==> src/rtl/alu_pipe.sv <==
// alu_pipe: single-stage ALU with carry/zero flags, branch resolution and backpressure.
// Define ALU_PIPE_MUL_EN to add the iterative shift-add multiplier on opcode 1110.
module alu_pipe #(
  parameter int WIDTH  = 16,
  parameter int PC_INC = 1
) (
  input  logic             clk,
  input  logic             rst,
  input  logic             in_valid,
  output logic             in_ready,
  input  logic [3:0]       opcode,
  input  logic [1:0]       cond,
  input  logic             comp,
  input  logic [WIDTH-1:0] op1,
  input  logic [WIDTH-1:0] op2,
  input  logic [WIDTH-1:0] pc,
  input  logic [WIDTH-1:0] imm,
  input  logic             wb_en,
  output logic             out_valid,
  input  logic             out_ready,
  output logic [WIDTH-1:0] result,
  output logic             out_wb,
  output logic             carry,
  output logic             zero,
  output logic             branch,
  output logic [WIDTH-1:0] branch_addr,
  output logic             busy
);
  localparam logic [3:0] OP_ADD = 4'h0, OP_ADDI = 4'h1, OP_NAND = 4'h2, OP_LLI = 4'h3;
  localparam logic [3:0] OP_LW = 4'h4, OP_SW = 4'h5, OP_BEQ = 4'h8, OP_BLT = 4'h9;
  localparam logic [3:0] OP_BLE = 4'hA, OP_JAL = 4'hC, OP_JRI = 4'hD, OP_MUL = 4'hE;
  logic             r_valid, r_wb, r_carry, r_zero, r_branch, r_busy;
  logic [WIDTH-1:0] r_result, r_baddr;
  logic             w_acc, w_is_mul, w_alu, w_exec, w_cin, w_taken, w_br, w_wb, w_upd;
  logic             w_mul_done, w_mul_wb;
  logic [3:0]       w_op;
  logic [WIDTH-1:0] w_op2, w_res, w_addr, w_mul_res;
  logic [WIDTH:0]   w_sum;
  assign in_ready = ~rst & ~r_busy & (~r_valid | out_ready);
  assign w_acc    = in_valid & in_ready;
  assign w_op     = (opcode inside {OP_ADD, OP_ADDI, OP_NAND, OP_LLI, OP_LW, OP_SW,
                                    OP_BEQ, OP_BLT, OP_BLE, OP_JAL, OP_JRI}) ? opcode : OP_ADD;
  assign w_alu    = (w_op == OP_ADD) || (w_op == OP_NAND);
  assign w_op2    = (w_alu & comp) ? ~op2 : op2;
  assign w_exec   = ~w_alu | ((cond == 2'b01) ? zero : (cond == 2'b10) ? carry : 1'b1);
  assign w_cin    = (w_op == OP_ADD) && (cond == 2'b11) && carry;
  assign w_sum    = {1'b0, op1} + {1'b0, ((w_op == OP_ADDI) ? imm : w_op2)} + {{WIDTH{1'b0}}, w_cin};
  assign w_taken  = (w_op == OP_BEQ) ? (op1 == op2) :
                    (w_op == OP_BLT) ? (op1 < op2)  :
                    (w_op == OP_BLE) ? (op1 <= op2) : 1'b0;
  assign w_br     = w_taken | (w_op == OP_JAL) | (w_op == OP_JRI);
  assign w_addr   = (w_op == OP_JRI) ? op1 + imm : (w_taken | (w_op == OP_JAL)) ? pc + imm : '0;
  assign w_wb     = wb_en & w_exec & ~(w_op inside {OP_BEQ, OP_BLT, OP_BLE, OP_JRI});
  assign w_upd    = w_acc & ~w_is_mul & wb_en & w_exec & (w_alu | (w_op == OP_ADDI));
  assign w_res    = ~w_exec                                  ? '0 :
                    (w_op == OP_ADD || w_op == OP_ADDI)      ? w_sum[WIDTH-1:0] :
                    (w_op == OP_NAND)                        ? ~(op1 & w_op2) :
                    (w_op == OP_LLI)                         ? imm :
                    (w_op == OP_LW || w_op == OP_SW)         ? op1 + imm :
                    (w_op == OP_JAL)                         ? pc + WIDTH'(PC_INC) : '0;
`ifdef ALU_PIPE_MUL_EN
  localparam int CW = $clog2(WIDTH + 1);
  logic [WIDTH-1:0] r_mcand, r_mplier, r_macc;
  logic [CW-1:0]    r_cnt;
  logic             r_mwb;
  assign w_is_mul   = opcode == OP_MUL;
  assign w_mul_res  = r_macc + (r_mplier[0] ? r_mcand : '0);
  assign w_mul_done = r_busy && (r_cnt == CW'(1));
  assign w_mul_wb   = r_mwb;
  always_ff @(posedge clk) begin
    if (rst) begin
      r_busy   <= 1'b0;
      r_cnt    <= '0;
      r_mcand  <= '0;
      r_mplier <= '0;
      r_macc   <= '0;
      r_mwb    <= 1'b0;
    end else if (w_acc & w_is_mul) begin
      r_busy   <= 1'b1;
      r_cnt    <= CW'(WIDTH);
      r_mcand  <= op1;
      r_mplier <= op2;
      r_macc   <= '0;
      r_mwb    <= wb_en;
    end else if (r_busy) begin
      r_macc   <= w_mul_res;
      r_mcand  <= r_mcand << 1;
      r_mplier <= r_mplier >> 1;
      r_cnt    <= r_cnt - CW'(1);
      r_busy   <= ~w_mul_done;
    end
  end
`else
  assign w_is_mul   = 1'b0;
  assign w_mul_res  = '0;
  assign w_mul_done = 1'b0;
  assign w_mul_wb   = 1'b0;
  assign r_busy     = 1'b0;
`endif
  // a MUL accept empties the output stage; its result arrives later via w_mul_done
  always_ff @(posedge clk) begin
    if (rst) begin
      r_valid  <= 1'b0;
      r_result <= '0;
      r_wb     <= 1'b0;
      r_branch <= 1'b0;
      r_baddr  <= '0;
      r_carry  <= 1'b0;
      r_zero   <= 1'b0;
    end else begin
      if (w_acc & ~w_is_mul) begin
        r_valid  <= 1'b1;
        r_result <= w_res;
        r_wb     <= w_wb;
        r_branch <= w_br;
        r_baddr  <= w_addr;
      end else if (w_mul_done) begin
        r_valid  <= 1'b1;
        r_result <= w_mul_res;
        r_wb     <= w_mul_wb;
        r_branch <= 1'b0;
        r_baddr  <= '0;
      end else if (out_ready | w_acc) begin
        r_valid  <= 1'b0;
      end
      if (w_upd) begin
        r_zero <= w_res == '0;
        if (w_op != OP_NAND) r_carry <= w_sum[WIDTH];
      end
    end
  end
  assign out_valid   = r_valid;
  assign result      = r_result;
  assign out_wb      = r_wb;
  assign carry       = r_carry;
  assign zero        = r_zero;
  assign branch      = r_branch;
  assign branch_addr = r_baddr;
  assign busy        = r_busy;
endmodule

==> config.mk <==
export PLATFORM = sky130hd
export DESIGN_NAME = alu_pipe
export DESIGN_NICKNAME = d
export VERILOG_FILES = /design/src/rtl/alu_pipe.sv
export SDC_FILE = /design/constraint.sdc
export NUM_CORES = 1
export LEC_CHECK = 0
export BUFFER_PORTS_ARGS = -buffer_cell sky130_fd_sc_hd__buf_2
export CAP_MARGIN = 20
export CORE_MARGIN = 3
export CORE_UTILIZATION = 60
export DETAILED_ROUTE_END_ITERATION = 10
export PLACE_DENSITY = 0.84
export SYNTH_ARGS = -nofsm -noshare
export SYNTH_HDL_FRONTEND = slang
export SYNTH_SLANG_ARGS = --single-unit
==> constraint.sdc <==
create_clock -name clk -period 9.9 [get_ports clk]
set_input_delay 1.98 -clock clk [delete_from_list [all_inputs] [get_ports clk]]
set_output_delay 1.98 -clock clk [all_outputs]
set_load 0.01 [all_outputs]
* After elaboration in Yosys (flattened, before gate mapping)
Cells that the tools add are included.
** Storage, ports and cells
- Bits in registers :: 37
- Bits of input ports :: 76
- Logic and storage cells :: 90
** Cells by class
- Add/sub/neg operators :: 5
- Order comparisons :: 2
- Equal/unequal tests :: 25
- Multiplexer cells :: 18
- Bitwise gates (word level) :: 21
- Reductions and logical operators :: 12
** Operators by type and width (count)
- $mux W16 :: 10
- $eq A4 B4 Y1 const B :: 10
- $add A16 B16 Y16 :: 2
- $not A16 Y16 :: 2
- $add A16 B16 Y17 :: 1
- $add A17 B1 Y17 :: 1
- $add A16 B1 Y16 const B :: 1
- $and A16 B16 Y16 :: 1
- $eq A16 B16 Y1 :: 1
- $eq A4 B2 Y1 const B :: 4
- $eq A4 B3 Y1 const B :: 4
- $le A16 B16 Y1 :: 1
- $logic_not A16 Y1 :: 1
- $lt A16 B16 Y1 :: 1
- $reduce_bool A11 Y1 :: 1
- $and A1 B1 Y1 :: 8
- $eq A4 B1 Y1 const B :: 2
- $logic_not A4 Y1 :: 2
- $mux W1 :: 7
- $or A1 B1 Y1 :: 6
- $eq A2 B2 Y1 const B :: 2
- $mux W4 :: 1
- $ne A4 B2 Y1 const B :: 1
- $not A1 Y1 :: 4
- other kinds (6) :: 9

* Longest topological paths before layout
- Depth after elaboration :: 13
- Gate-level depth with buffers :: 20
- Depth with buffers taken out :: 17

* Worst setup path before layout
OpenSTA, ideal clock, no wires.
- Path type :: input to register
- From :: input opcode[2]
- To :: register r_zero (netlist: zero)
- Library setup time :: 0.069 ns
- Arrival time :: 5.780 ns
- Slack :: 4.052 ns
- Stages on the path :: 20
- Path buffers :: 4
- Cell sequence :: buf_2 buf_1 nor2_1 and2_1 clkbuf_1 clkbuf_1 nand2_1 o21ai_0 fa_1 inv_1 fa_1 nor2b_1 o31a_1 o311a_1 o41a_1 xnor2_1 a221oi_1 a2111oi_2 nand4b_1 o21ai_1
** On the way
- Cells in the longest elaborated chain, start to end :: 13
** Ends and longest elaborated chain
- start, declared :: RTL line 11 : input logic [3:0] opcode,
- $eq A4 B1 Y1 (tied with other cells) :: RTL line 41 : assign w_op = (opcode inside {OP_ADD, OP_ADDI, OP_NAND, OP_LLI, OP_LW, OP_SW,
- $reduce_bool A11 Y1 :: RTL line 41
- $mux W4 (*) :: RTL line 42 : OP_BEQ, OP_BLT, OP_BLE, OP_JAL, OP_JRI}) ? opcode : OP_ADD;
- $eq A4 B2 Y1 or $logic_not A4 Y1 (tied branches)
- $logic_or A1 B1 Y1 :: RTL line 43 : assign w_alu = (w_op == OP_ADD) || (w_op == OP_NAND);
- $and A1 B1 Y1 :: RTL line 44 : assign w_op2 = (w_alu & comp) ? ~op2 : op2;
- $mux W16 :: RTL line 44
- $mux W16 or $and A16 B16 Y16 (tied branches) :: RTL line 47, 57
- $add A16 B16 Y17 or $not A16 Y16 (tied branches) :: RTL line 47, 57
- $add A17 B1 Y17 or $mux W16 (tied branches) :: RTL line 47, 57
- $mux W16 :: RTL line 56 : (w_op == OP_ADD || w_op == OP_ADDI) ? w_sum[WIDTH-1:0] :
- $mux W16 :: RTL line 55 : assign w_res = ~w_exec ? '0 :
- $logic_not A16 Y1 :: RTL line 127 : r_zero <= w_res == '0;
- end signal, assigned :: RTL line 109 : r_zero <= 1'b0;
- end signal, assigned :: RTL line 127
- end, declared :: RTL line 32 : logic r_valid, r_wb, r_carry, r_zero, r_branch, r_busy;
Mark *: on every way between the ends. The rest lies on a longest branch, timed or not.
A chain may end at the register's enable or synchronous reset.

* Worst setup path after layout
- From :: input opcode[3]
- To :: register r_zero (netlist: zero)
Same word-level chain as after synthesis.

==> impl_metrics.env <==
export IMPL_synthToLayoutAreaGrowth_pct=13.00
export IMPL_multi_input_area_sq_um=4676
export IMPL_grtUsageTotal=0.3767
export IMPL_place_worst_setup_slack_ns=3.695
export IMPL_finalNetCount=1008
export IMPL_dp_hpwl_microns=16870
export IMPL_synth_warnings=0
export IMPL_critPathCaptureType="flip-flop"
export IMPL_drc=0
export IMPL_numCtsBuffers=5
export IMPL_place_inst=967
export IMPL_drv_cap=0
export IMPL_path_class="input pin to flip-flop"
export IMPL_fin_cells=975
export IMPL_rsz0062_at_grt="false"
export IMPL_ff2ff_setup_slack_ns=6.54
export IMPL_grt_first_pass_wirelength_microns=31070
export IMPL_grt_max_degree=52
export IMPL_path_max_fanout=18
export IMPL_hold_violations=0
export IMPL_cts_root_buf="clkbuf_8"
export IMPL_final_setup_worst_slack_ns=3.941
export IMPL_die_height_microns=103.2
export IMPL_ctsResizeCount=0
export IMPL_drt_total_wl_microns=20680
export IMPL_p_per_area_nw_per_um2=109.3
export IMPL_vias=6573
export IMPL_antenna_found_initial=0
export IMPL_clock_sink_count=37
export IMPL_fmax_mhz=167.8
export IMPL_dieArea_sq_um=10650
export IMPL_cp_data_required_time_ns=10.13
export IMPL_place_port_buffers=113
export IMPL_async_reset_ff_frac=0
export IMPL_tns_ns=0
export IMPL_postCtsSetupBuffers=0
export IMPL_drive_gt1_frac=0.1626
export IMPL_min_path_type="flip-flop to flip-flop"
export IMPL_rows=34
export IMPL_insertion_delay_ns=0.29
export IMPL_final_setup_viol_count=0
export IMPL_relSlewSlack=0.2986
export IMPL_ys_seq_elements=37
export IMPL_holdBufCountCts=0
export IMPL_synth_main_ff_cell="dfxtp_1"
export IMPL_grt_overflow_total=0
export IMPL_finalCritPeriodShare=0.6019
export IMPL_synthesis_nets=922
export IMPL_startpoint_type="input pin"
export IMPL_layout_commonest_cell="buf_2"
export IMPL_synthCells=780
export IMPL_worst_pin_slew_ns=1.049
export IMPL_path_clk_slew_ns=0.08
export IMPL_reg2reg_depth=14
export IMPL_syn_area_per_cell_sq_um=7.267
export IMPL_post_synth_instance_area_sq_um=5668
export IMPL_placed_cell_area_sq_um=6267
export IMPL_nFillCells=758
export IMPL_r2r_end="zero"
export IMPL_critPathArrivalTime_ns=6.19
export IMPL_ctsLongestPathBuffers=2
export IMPL_register_area_sq_um=740.7
export IMPL_dieWidth_microns=103.2
export IMPL_core_area_sq_um=8934
export IMPL_final_cell_mix="113 x buf_2, 67 x nand2_1, 64 x a21oi_1"
export IMPL_detail_route_first_pass_iterations=5
export IMPL_avgRoutedWirePerCell_microns=21.21
export IMPL_finClkSkew_ns=0.003273
export IMPL_synth_cell_type_count=75
export IMPL_start_util=0.6345
export IMPL_viasPerCell=6.742
export IMPL_io_pins=115
export IMPL_final_area_sq_um=6405
export IMPL_synth_edff_count=0
export IMPL_r2r_start="carry"
export IMPL_ir_drop_mv=0.07116
export IMPL_slew_violations=0
export IMPL_fin_crit_ns=5.959
export IMPL_htreeDepth=2
export IMPL_first_global_vias=5977
export IMPL_critPathCapture="zero"
export IMPL_ant_nets=0
export IMPL_drtIter0Drc=605
export IMPL_seq_area_frac_synth=0.1307
export IMPL_gp_congestion=0.9722
export IMPL_antennaDiodeCount=0
export IMPL_startpoint="opcode[3]"
export IMPL_cellLeakagePower_uw=0.002870
export IMPL_status="finished, final reports clean"
export IMPL_cts_tree="built"
==> flip-flops by register name, summed over array words and instances (netlist names) <==
name	cells
out_wb	1
branch_addr	16
branch	1
out_valid	1
carry	1
zero	1
result	16
==> through the flow <==
step	hold WS, ns	power (uW)	util
floorplan	0.4805	416.4	-
global route	0.4888	734.6	0.7169
global placement	0.4402	516.0	0.7015
CTS	0.4754	686.3	0.7169
finish	0.4727	700.2	0.7169
detailed placement	0.4631	526.3	0.7015
==> worst min path at each step <==
stage	start	slack, ns	depth (start not counted)	to
6_report	branch_addr[10]	0.47	2	branch_addr[10]
5_1_grt	result[9]	0.49	2	result[9]
4_1_cts	branch_addr[10]	0.48	2	branch_addr[10]
3_5_place_dp	branch_addr[10]	0.46	2	branch_addr[10]
3_3_place_gp	out_wb	0.44	2	out_wb
2_1_floorplan	out_wb	0.48	2	out_wb
==> report_power, final <==
part | internal (uW) | switching (uW)
Sequential | 159 | 5.63
Clock | 102 | 61.1
Combinational | 148 | 225
Total | 409 | 292
==> synth_stat cells, drive strengths merged (6+ instances only) <==
| master | count | area, sq um |
|---|---|---|
| nor4 | 6 | 37.54 |
| a22oi | 10 | 75.07 |
| nand3b | 30 | 225.2 |
| nor2 | 52 | 197.7 |
| xnor2 | 50 | 437.9 |
| and2 | 6 | 37.54 |
| ha | 62 | 775.7 |
| a21oi | 64 | 320.3 |
| buf | 8 | 41.29 |
| xor2 | 21 | 183.9 |
| nor3 | 20 | 111.4 |
| a221oi | 9 | 78.83 |
| nand2b | 9 | 56.30 |
| nor2b | 12 | 75.07 |
| a2111oi | 6 | 60.05 |
| nand4 | 8 | 50.05 |
| and3 | 9 | 56.30 |
| nand3 | 19 | 95.09 |
| inv | 34 | 127.6 |
| clkbuf | 29 | 108.9 |
| a31oi | 11 | 68.82 |
| nand2 | 68 | 257.8 |
| o21ai | 71 | 355.3 |
| o21bai | 6 | 45.04 |
| dfxtp | 37 | 740.7 |
| a31o | 7 | 61.31 |
| a211oi | 10 | 75.07 |
| a21o | 23 | 172.7 |
==> per-layer routing <==
metal  part of all wire  global-route usage  vias to the layer above
li1                   -                   -                     3067
met1               0.41              0.5157                     3031
met2               0.45              0.6048                      420
met3               0.12             0.06975                       55
met4              0.026              0.1096                        0
met5                  0                   0                        -
==> cell families (layout without fill, tap and decap cells) <==
logic type / count (synthesis) / in the layout / synth area share
buf+inv: 71 / 158 / 0.04901
xor+xnor: 71 / 71 / 0.1097
flops: 37 / 37 / 0.1307
simple gates: 262 / 262 / 0.2417
other cells: 1 / 1 / 0.0006616
compound gates: 266 / 266 / 0.3064
fa+ha+maj: 66 / 66 / 0.1510
mux: 6 / 6 / 0.01082
==> layout make-up <==
cell class	instances	share of cell area
multi-input combinational	672	0.7300
sequential	37	0.1156
timing repair buffer	116	0.09181
tap	108	0.02110
inverter	34	0.01993
clock buffer	5	0.01074
clock inverter	3	0.01074
==> critical path, stage by stage <==
cell and delay, ns:
buf_2 0.32, a21o_1 0.24, a21o_1 0.19, nand2_2 0.29
xor2_1 0.21, o21ai_0 0.13, fa_1 0.47, inv_1 0.09
fa_1 0.20, nor2b_1 0.06, o31a_1 0.28, o311a_1 0.33
o41a_1 0.44, xnor2_1 0.16, a221oi_1 0.13, a2111oi_2 0.40
nand4b_1 0.13, o21ai_1 0.13
No activity file was read; power rests on OpenSTA's default activity.
